$ cat src/rtl/rsa_pkg.sv
`default_nettype none
// +----------------------------------------------------------------------------+
// | Module  : rsa_pkg                                                          |
// | Brief   : Shared constants and types for the RSA exponentiation scheduler. |
// |           Default key material (n = 53 * 67, e, d), request mode encodings |
// |           and the scheduler state enumeration.                             |
// | Rev     : 1.0  initial release                                             |
// +----------------------------------------------------------------------------+
package rsa_pkg;

    // Toy key pair: n = 3551 = 53 * 67, phi = 3432, e * d = 6865 = 2 * phi + 1
    localparam int unsigned N_MOD_DEFAULT       = 3551;
    localparam int unsigned E_EXP_DEFAULT       = 5;
    localparam int unsigned D_EXP_DEFAULT       = 1373;
    localparam int unsigned TIMEOUT_CYC_DEFAULT = 4096;

    localparam logic MODE_ENC = 1'b0;
    localparam logic MODE_DEC = 1'b1;

    typedef enum logic [1:0] {
        ST_IDLE  = 2'd0,
        ST_START = 2'd1,
        ST_WAIT  = 2'd2,
        ST_RESP  = 2'd3
    } sched_state_t;

endpackage
`default_nettype wire

$ cat src/rtl/rsa_rr_arb2.sv
`default_nettype none
// +----------------------------------------------------------------------------+
// | Module  : rsa_rr_arb2                                                      |
// | Brief   : Two-requester round-robin arbiter. A lone valid requester wins;  |
// |           with both valid the one not served last wins. The pointer only   |
// |           moves when the caller signals an accepted grant via advance.     |
// | Ports   : clk, res (sync, active-low), valid[1:0], advance, grant[1:0]     |
// | Rev     : 1.0  initial release                                             |
// +----------------------------------------------------------------------------+
module rsa_rr_arb2 (
    input  logic       clk,
    input  logic       res,
    input  logic [1:0] valid,
    input  logic       advance,
    output logic [1:0] grant
);

    // Index of the port served most recently; reset to 1 so port 0 is favoured.
    logic r_last;

    always_comb begin
        grant = 2'b00;
        case (valid)
            2'b01:   grant = 2'b01;
            2'b10:   grant = 2'b10;
            2'b11:   grant = r_last ? 2'b01 : 2'b10;
            default: grant = 2'b00;
        endcase
    end

    always_ff @(posedge clk) begin
        if (!res) begin
            r_last <= 1'b1;
        end else if (advance) begin
            r_last <= grant[1];
        end
    end

endmodule
`default_nettype wire

$ cat src/rtl/rsa_exp_scheduler.sv
`default_nettype none
// +----------------------------------------------------------------------------+
// | Module  : rsa_exp_scheduler                                                |
// | Brief   : Shares one start/done modular-exponentiation engine between two  |
// |           request ports. Selects e or d by request mode, launches the      |
// |           engine, waits for done and returns result plus requester id on a |
// |           single response channel. One job in flight at a time.            |
// | Ports   : clk, res (sync, active-low)                                      |
// |           req0_*/req1_* : valid/ready/mode/data request ports              |
// |           rsp_*         : valid/ready/id/err/data response channel         |
// |           eng_*         : start/base/exp/mod/abort/done/result engine i/f  |
// | Config  : RSA_SCHED_TIMEOUT_EN enables the engine watchdog (TIMEOUT_CYC)   |
// | Rev     : 1.0  initial release                                             |
// +----------------------------------------------------------------------------+
module rsa_exp_scheduler #(
    parameter int unsigned N_MOD       = rsa_pkg::N_MOD_DEFAULT,
    parameter int unsigned E_EXP       = rsa_pkg::E_EXP_DEFAULT,
    parameter int unsigned D_EXP       = rsa_pkg::D_EXP_DEFAULT,
    parameter int unsigned TIMEOUT_CYC = rsa_pkg::TIMEOUT_CYC_DEFAULT
) (
    input  logic        clk,
    input  logic        res,
    input  logic        req0_valid,
    output logic        req0_ready,
    input  logic        req0_mode,
    input  logic [15:0] req0_data,
    input  logic        req1_valid,
    output logic        req1_ready,
    input  logic        req1_mode,
    input  logic [15:0] req1_data,
    output logic        rsp_valid,
    input  logic        rsp_ready,
    output logic        rsp_id,
    output logic        rsp_err,
    output logic [15:0] rsp_data,
    output logic        eng_start,
    output logic [15:0] eng_base,
    output logic [15:0] eng_exp,
    output logic [15:0] eng_mod,
    output logic        eng_abort,
    input  logic        eng_done,
    input  logic [15:0] eng_result
);

    import rsa_pkg::*;

    localparam logic [15:0] c_n_mod = 16'(N_MOD);
    localparam logic [15:0] c_e_exp = 16'(E_EXP);
    localparam logic [15:0] c_d_exp = 16'(D_EXP);

    sched_state_t r_state;
    sched_state_t w_next_state;

    logic [1:0]  w_grant;
    logic        w_accept;
    logic        w_reject;
    logic        w_timeout;
    logic [15:0] w_sel_data;
    logic        w_sel_mode;

    rsa_rr_arb2 u_arb (
        .clk     (clk),
        .res     (res),
        .valid   ({req1_valid, req0_valid}),
        .advance (w_accept),
        .grant   (w_grant)
    );

    assign w_sel_data = w_grant[1] ? req1_data : req0_data;
    assign w_sel_mode = w_grant[1] ? req1_mode : req0_mode;
    // Bases outside [0, n) are not valid residues; answer them without the engine.
    assign w_reject   = (w_sel_data >= c_n_mod);

    assign rsp_valid  = (r_state == ST_RESP);
    assign eng_mod    = c_n_mod;

    always_ff @(posedge clk) begin
        if (!res) begin
            r_state <= ST_IDLE;
        end else begin
            r_state <= w_next_state;
        end
    end

    always_comb begin
        w_next_state = r_state;
        req0_ready   = 1'b0;
        req1_ready   = 1'b0;
        eng_start    = 1'b0;
        w_accept     = 1'b0;
        case (r_state)
            ST_IDLE: begin
                req0_ready = w_grant[0] & ~rsp_valid;
                req1_ready = w_grant[1] & ~rsp_valid;
                w_accept   = (req0_valid & req0_ready) | (req1_valid & req1_ready);
                if (w_accept) begin
                    w_next_state = w_reject ? ST_RESP : ST_START;
                end
            end
            ST_START: begin
                eng_start    = 1'b1;
                w_next_state = ST_WAIT;
            end
            ST_WAIT: begin
                if (eng_done || w_timeout) begin
                    w_next_state = ST_RESP;
                end
            end
            ST_RESP: begin
                if (rsp_ready) begin
                    w_next_state = ST_IDLE;
                end
            end
            default: w_next_state = ST_IDLE;
        endcase
    end

    // Job operands are captured at accept so later requester changes are ignored;
    // they stay put through START and WAIT, which keeps them stable for the engine.
    always_ff @(posedge clk) begin
        if (!res) begin
            eng_base <= '0;
            eng_exp  <= '0;
            rsp_id   <= 1'b0;
            rsp_err  <= 1'b0;
            rsp_data <= '0;
        end else begin
            if (w_accept) begin
                eng_base <= w_sel_data;
                eng_exp  <= (w_sel_mode == MODE_DEC) ? c_d_exp : c_e_exp;
                rsp_id   <= w_grant[1];
                if (w_reject) begin
                    rsp_err  <= 1'b1;
                    rsp_data <= '0;
                end
            end
            if (r_state == ST_WAIT) begin
                if (eng_done) begin
                    rsp_data <= eng_result;
                    rsp_err  <= 1'b0;
                end else if (w_timeout) begin
                    rsp_data <= '0;
                    rsp_err  <= 1'b1;
                end
            end
        end
    end

`ifdef RSA_SCHED_TIMEOUT_EN
    localparam logic [15:0] c_to_last = 16'(TIMEOUT_CYC - 1);

    logic [15:0] r_to_cnt;

    // Cleared in START so the first WAIT cycle reads 0; the TIMEOUT_CYC-th WAIT
    // cycle without done fires the abort. A same-cycle done takes priority.
    always_ff @(posedge clk) begin
        if (!res) begin
            r_to_cnt <= '0;
        end else if (r_state == ST_START) begin
            r_to_cnt <= '0;
        end else if (r_state == ST_WAIT) begin
            r_to_cnt <= r_to_cnt + 16'd1;
        end
    end

    assign w_timeout = (r_state == ST_WAIT) && !eng_done && (r_to_cnt == c_to_last);
`else
    logic w_unused_timeout;
    assign w_unused_timeout = |16'(TIMEOUT_CYC);
    assign w_timeout        = 1'b0;
`endif

    assign eng_abort = w_timeout;

endmodule
`default_nettype wire
$ cat config.mk
export PLATFORM = sky130hd
export DESIGN_NAME = rsa_exp_scheduler
export DESIGN_NICKNAME = d
export VERILOG_FILES = /design/src/rtl/rsa_pkg.sv /design/src/rtl/rsa_rr_arb2.sv /design/src/rtl/rsa_exp_scheduler.sv
export SDC_FILE = /design/constraint.sdc
export NUM_CORES = 1
export LEC_CHECK = 0
export CAP_MARGIN = 20
export CORE_ASPECT_RATIO = 1.4
export CORE_MARGIN = 2
export CORE_UTILIZATION = 35
export CTS_CLUSTER_SIZE = 16
export DETAILED_ROUTE_END_ITERATION = 12
export MAX_ROUTING_LAYER = met4
export PLACE_DENSITY = 0.78
export SYNTH_ARGS = -nofsm -noshare
export SYNTH_HDL_FRONTEND = slang
export SYNTH_SLANG_ARGS = --single-unit
$ cat constraint.sdc
create_clock -name clk -period 1.7 [get_ports clk]
set_input_delay 0.255 -clock clk [delete_from_list [all_inputs] [get_ports clk]]
set_output_delay 0.255 -clock clk [all_outputs]
set_load 0.02 [all_outputs]
==> results by group <==
Outcome
  • Status: finished, final reports clean

Global routing
  • Vias in the first global route: 2094
  • Initial antenna violation count: 0
  • Pin count of the biggest net entering global routing: 40
  • Global Route Usage Sum: approximately 17%
  • Grt total ovfl: 0
  • Global-route wire length before repair: between 9000 and 10000 um

Floorplan
  • Initial Util: roughly 36%
  • Die height: between 90 and 100 um
  • # rows: 34
  • Placeable Area: 6170 um^2
  • Num ports: approximately 130
  • Die span in x: about 70 um
  • Die area: 6950 um^2

Timing
  • Fmax: between 500 and 600 MHz
  • Max Clock Skew: ~0.0027 ns
  • Pins Over Slew Limit: 0
  • PnR worst setup slack: 0.00295 ns
  • Period minus WS final: 1.70 ns
  • Hold WS: about 0.34 ns
  • Final hold vios: 0
  • Tcrit/Tclk final: 99.8%
  • RSZ-0062 raised after global routing: yes
  • Final setup fails: 0

Logic synthesis
  • Yosys cell types: 34
  • Sequential-to-total area share from yosys stat: 35.5%
  • Average cell area after synthesis: ~8.6 um^2
  • Synth warnings: 0
  • Ys async rst share: 0%
  • Synth Cell Area: roughly 2200 um^2
  • FF+latch count, synth: 39
  • Primary FF master, synth: dfxtp_1
  • Cells after synthesis: 257
  • Post-synth EDFFs: 0

Placement
  • Cells after DPL: roughly 430
  • Gpl congestion: ~0.83
  • HPWL Detailed: ~4300 um
  • PortBufs: 100
  • Pre-CTS setup slack: -0.476 ns

Critical path
  • Crit start category: primary input
  • Worst path required time: 1.88 ns
  • CP Max Fanout: 8
  • CP endpoint kind: flip-flop
  • Crit path kind: primary input to flip-flop
  • Worst Path Arrival: between 1.5 and 2 ns

Clock network
  • Clock sinks: 39
  • CTS clock-pin slew for the worst setup and hold paths: around 0.08 ns
  • CTS Buf Count: 5
  • CTS tree: done
  • Hold buffers post-CTS: 0
  • # H-tree levels: 2
  • Longest Clk Path Bufs: 2
  • Clk root buf: clkbuf_8
  • Skew-Pair Late Insertion Delay: roughly 0.29 ns

Cells and area
  • Ratio of cells with drive above 1 in the final layout: 19.2%
  • Fin nets: between 400 and 500
  • # diodes: 0
  • Synthesis-to-finish area growth: 63.9%
  • Final std cells w/o fill: 447
  • Fin util: about 59%

Route
  • Top Metal Used: met4
  • DRC Markers: 0
  • Post-route ant nets: 0
  • DR WL met3: approximately 340 um
  • DR vias/cell: 4.91
  • Final WL: between 5000 and 6000 um
  • DRT met1 WL: 2440 um
  • Via count: approximately 2200
  • Met2 WL: around 3200 um
  • Number of DRC markers in iteration 0: 81
  • Drt first pass iters: 4
  • Avg WL per Cell: ~13 um

Power and ir drop
  • Pwr Total: ~4.6 mW
  • VDD IR max: around 0.98 mV
  • Total power divided by cell area: roughly 1300 nW/um^2
  • Leak Pwr: roughly 1.6 nW

Flow run
  • Maxcap violations: 0

Min path
  • Min-delay worst type: primary input to flip-flop
[placed cells by master, fill, tap and decap left out, types with 2 or more instances in the layout]
| cell | netlist | routed |
|---|---|---|
| inv_1 | 4 | 2 |
| dlygate4sd2_1 | 0 | 8 |
| clkdlybuf4s50_1 | 0 | 85 |
| buf_6 | 1 | 2 |
| buf_4 | 31 | 27 |
| buf_12 | 0 | 4 |
| nand2_2 | 0 | 3 |
| nor2_1 | 4 | 4 |
| inv_2 | 0 | 2 |
| o211a_1 | 17 | 17 |
| mux2i_1 | 17 | 17 |
| and3_4 | 0 | 2 |
| nor2b_4 | 0 | 2 |
| buf_2 | 2 | 3 |
| nand3_1 | 4 | 4 |
| nand2_1 | 56 | 53 |
| ha_2 | 0 | 2 |
| o21ai_0 | 19 | 18 |
| dfxtp_1 | 39 | 36 |
| a22o_1 | 16 | 16 |
| conb_1 | 2 | 26 |
| clkbuf_8 | 0 | 5 |
| a31oi_4 | 0 | 2 |
| o31ai_1 | 3 | 3 |
| dfxtp_2 | 0 | 3 |
| a21oi_1 | 4 | 3 |
[power breakdown]
group	internal [mW]	total, mW	leakage (nW)	switching (mW)
Sequential	1.18	1.35	0.321	0.169
Clock	0.437	0.771	0.0581	0.334
Combinational	1.25	2.49	1.24	1.24
[flip-flops by register name, summed over array words and instances, names as in the netlist]
signal / count
eng_base: 16
eng_exp: 2
r_state: 2
rsp_data: 16
rsp_err: 1
rsp_id: 1
u_arb.r_last: 1
[per-layer routing]
metal / GRT usage, % / up-vias
met1: 19.0 / 1025
met5: - / -
met3: 3.51 / 4
met2: 31.1 / 90
li1: - / 1075
met4: 4.35 / 0
[final timing paths]
path | slack, ns | endpoint | cells past startpoint | start
worst min register to register | 0.48 | rsp_id | 2 | rsp_id
worst min-delay path | 0.34 | eng_base[13] | 4 | req0_data[13]
worst max-delay path | 0.003 | rsp_data[15] | 8 | req0_data[0]
worst max register to register | 0.02 | rsp_data[15] | 8 | u_arb.r_last
[logic make-up (layout without fill, tap and decap cells)]
| family | count (synthesis) | in the layout | synth area share [%] |
|---|---|---|---|
| fa+ha+maj | 4 | 4 | 2.27 |
| mux | 17 | 17 | 7.73 |
| compound gates | 69 | 69 | 25.2 |
| simple gates | 75 | 75 | 14.5 |
| other cells | 2 | 26 | 0.341 |
| buf+inv | 51 | 145 | 14.4 |
| flops | 39 | 39 | 35.5 |
[worst max-delay path: stages]
cell	delay, ns
clkdlybuf4s50_1	0.56
a31oi_4	0.11
o31ai_1	0.22
buf_4	0.17
a211oi_4	0.06
buf_4	0.15
buf_12	0.13
a22o_1	0.22
[cells in the mapped netlist, types with 2 or more instances]
cell type	number	area, um^2
clkbuf_1	13	48.8
ha_1	4	50.1
dfxtp_1	39	781
and3_1	2	12.5
nand2_1	56	210
buf_2	2	10.0
o21ai_0	19	95.1
buf_4	31	233
mux2i_1	17	170
nand3_1	4	20.0
conb_1	2	7.51
inv_1	4	15.0
o31ai_1	3	22.5
a31oi_1	2	12.5
nor2_1	4	15.0
nor2b_1	3	18.8
a21oi_1	4	20.0
a22o_1	16	140
o211a_1	17	170
[repair_timing]
action | in CTS | in global routing
pin swaps | 8 | 7
setup endpoints to repair | 22 | 32
gates cloned | 1 | 0
setup buffers | 9 | 2
gates resized for setup | 49 | 15
[cell type report]
cell class,instances,area (um^2)
Clock buffer,5,68.8
Tap cell,72,90.1
Inverter,4,15.0
Clock inverter,3,43.8
Sequential cell,39,785
Multi-Input combinational cell,191,1300
Timing Repair Buffer,133,1310
Fill cell,550,2560
[per-stage QoR]
step | setup TNS, ns | instance area, um^2
2_1_floorplan | -0.0202 | 2300
3_3_place_gp | -10.06 | 3300
3_5_place_dp | -11.45 | 3300
4_1_cts | -0.0112 | 3540
5_1_grt | -0.121 | 3610
6_report | 0 | 3610
Power figures use the tool's default switching activity.
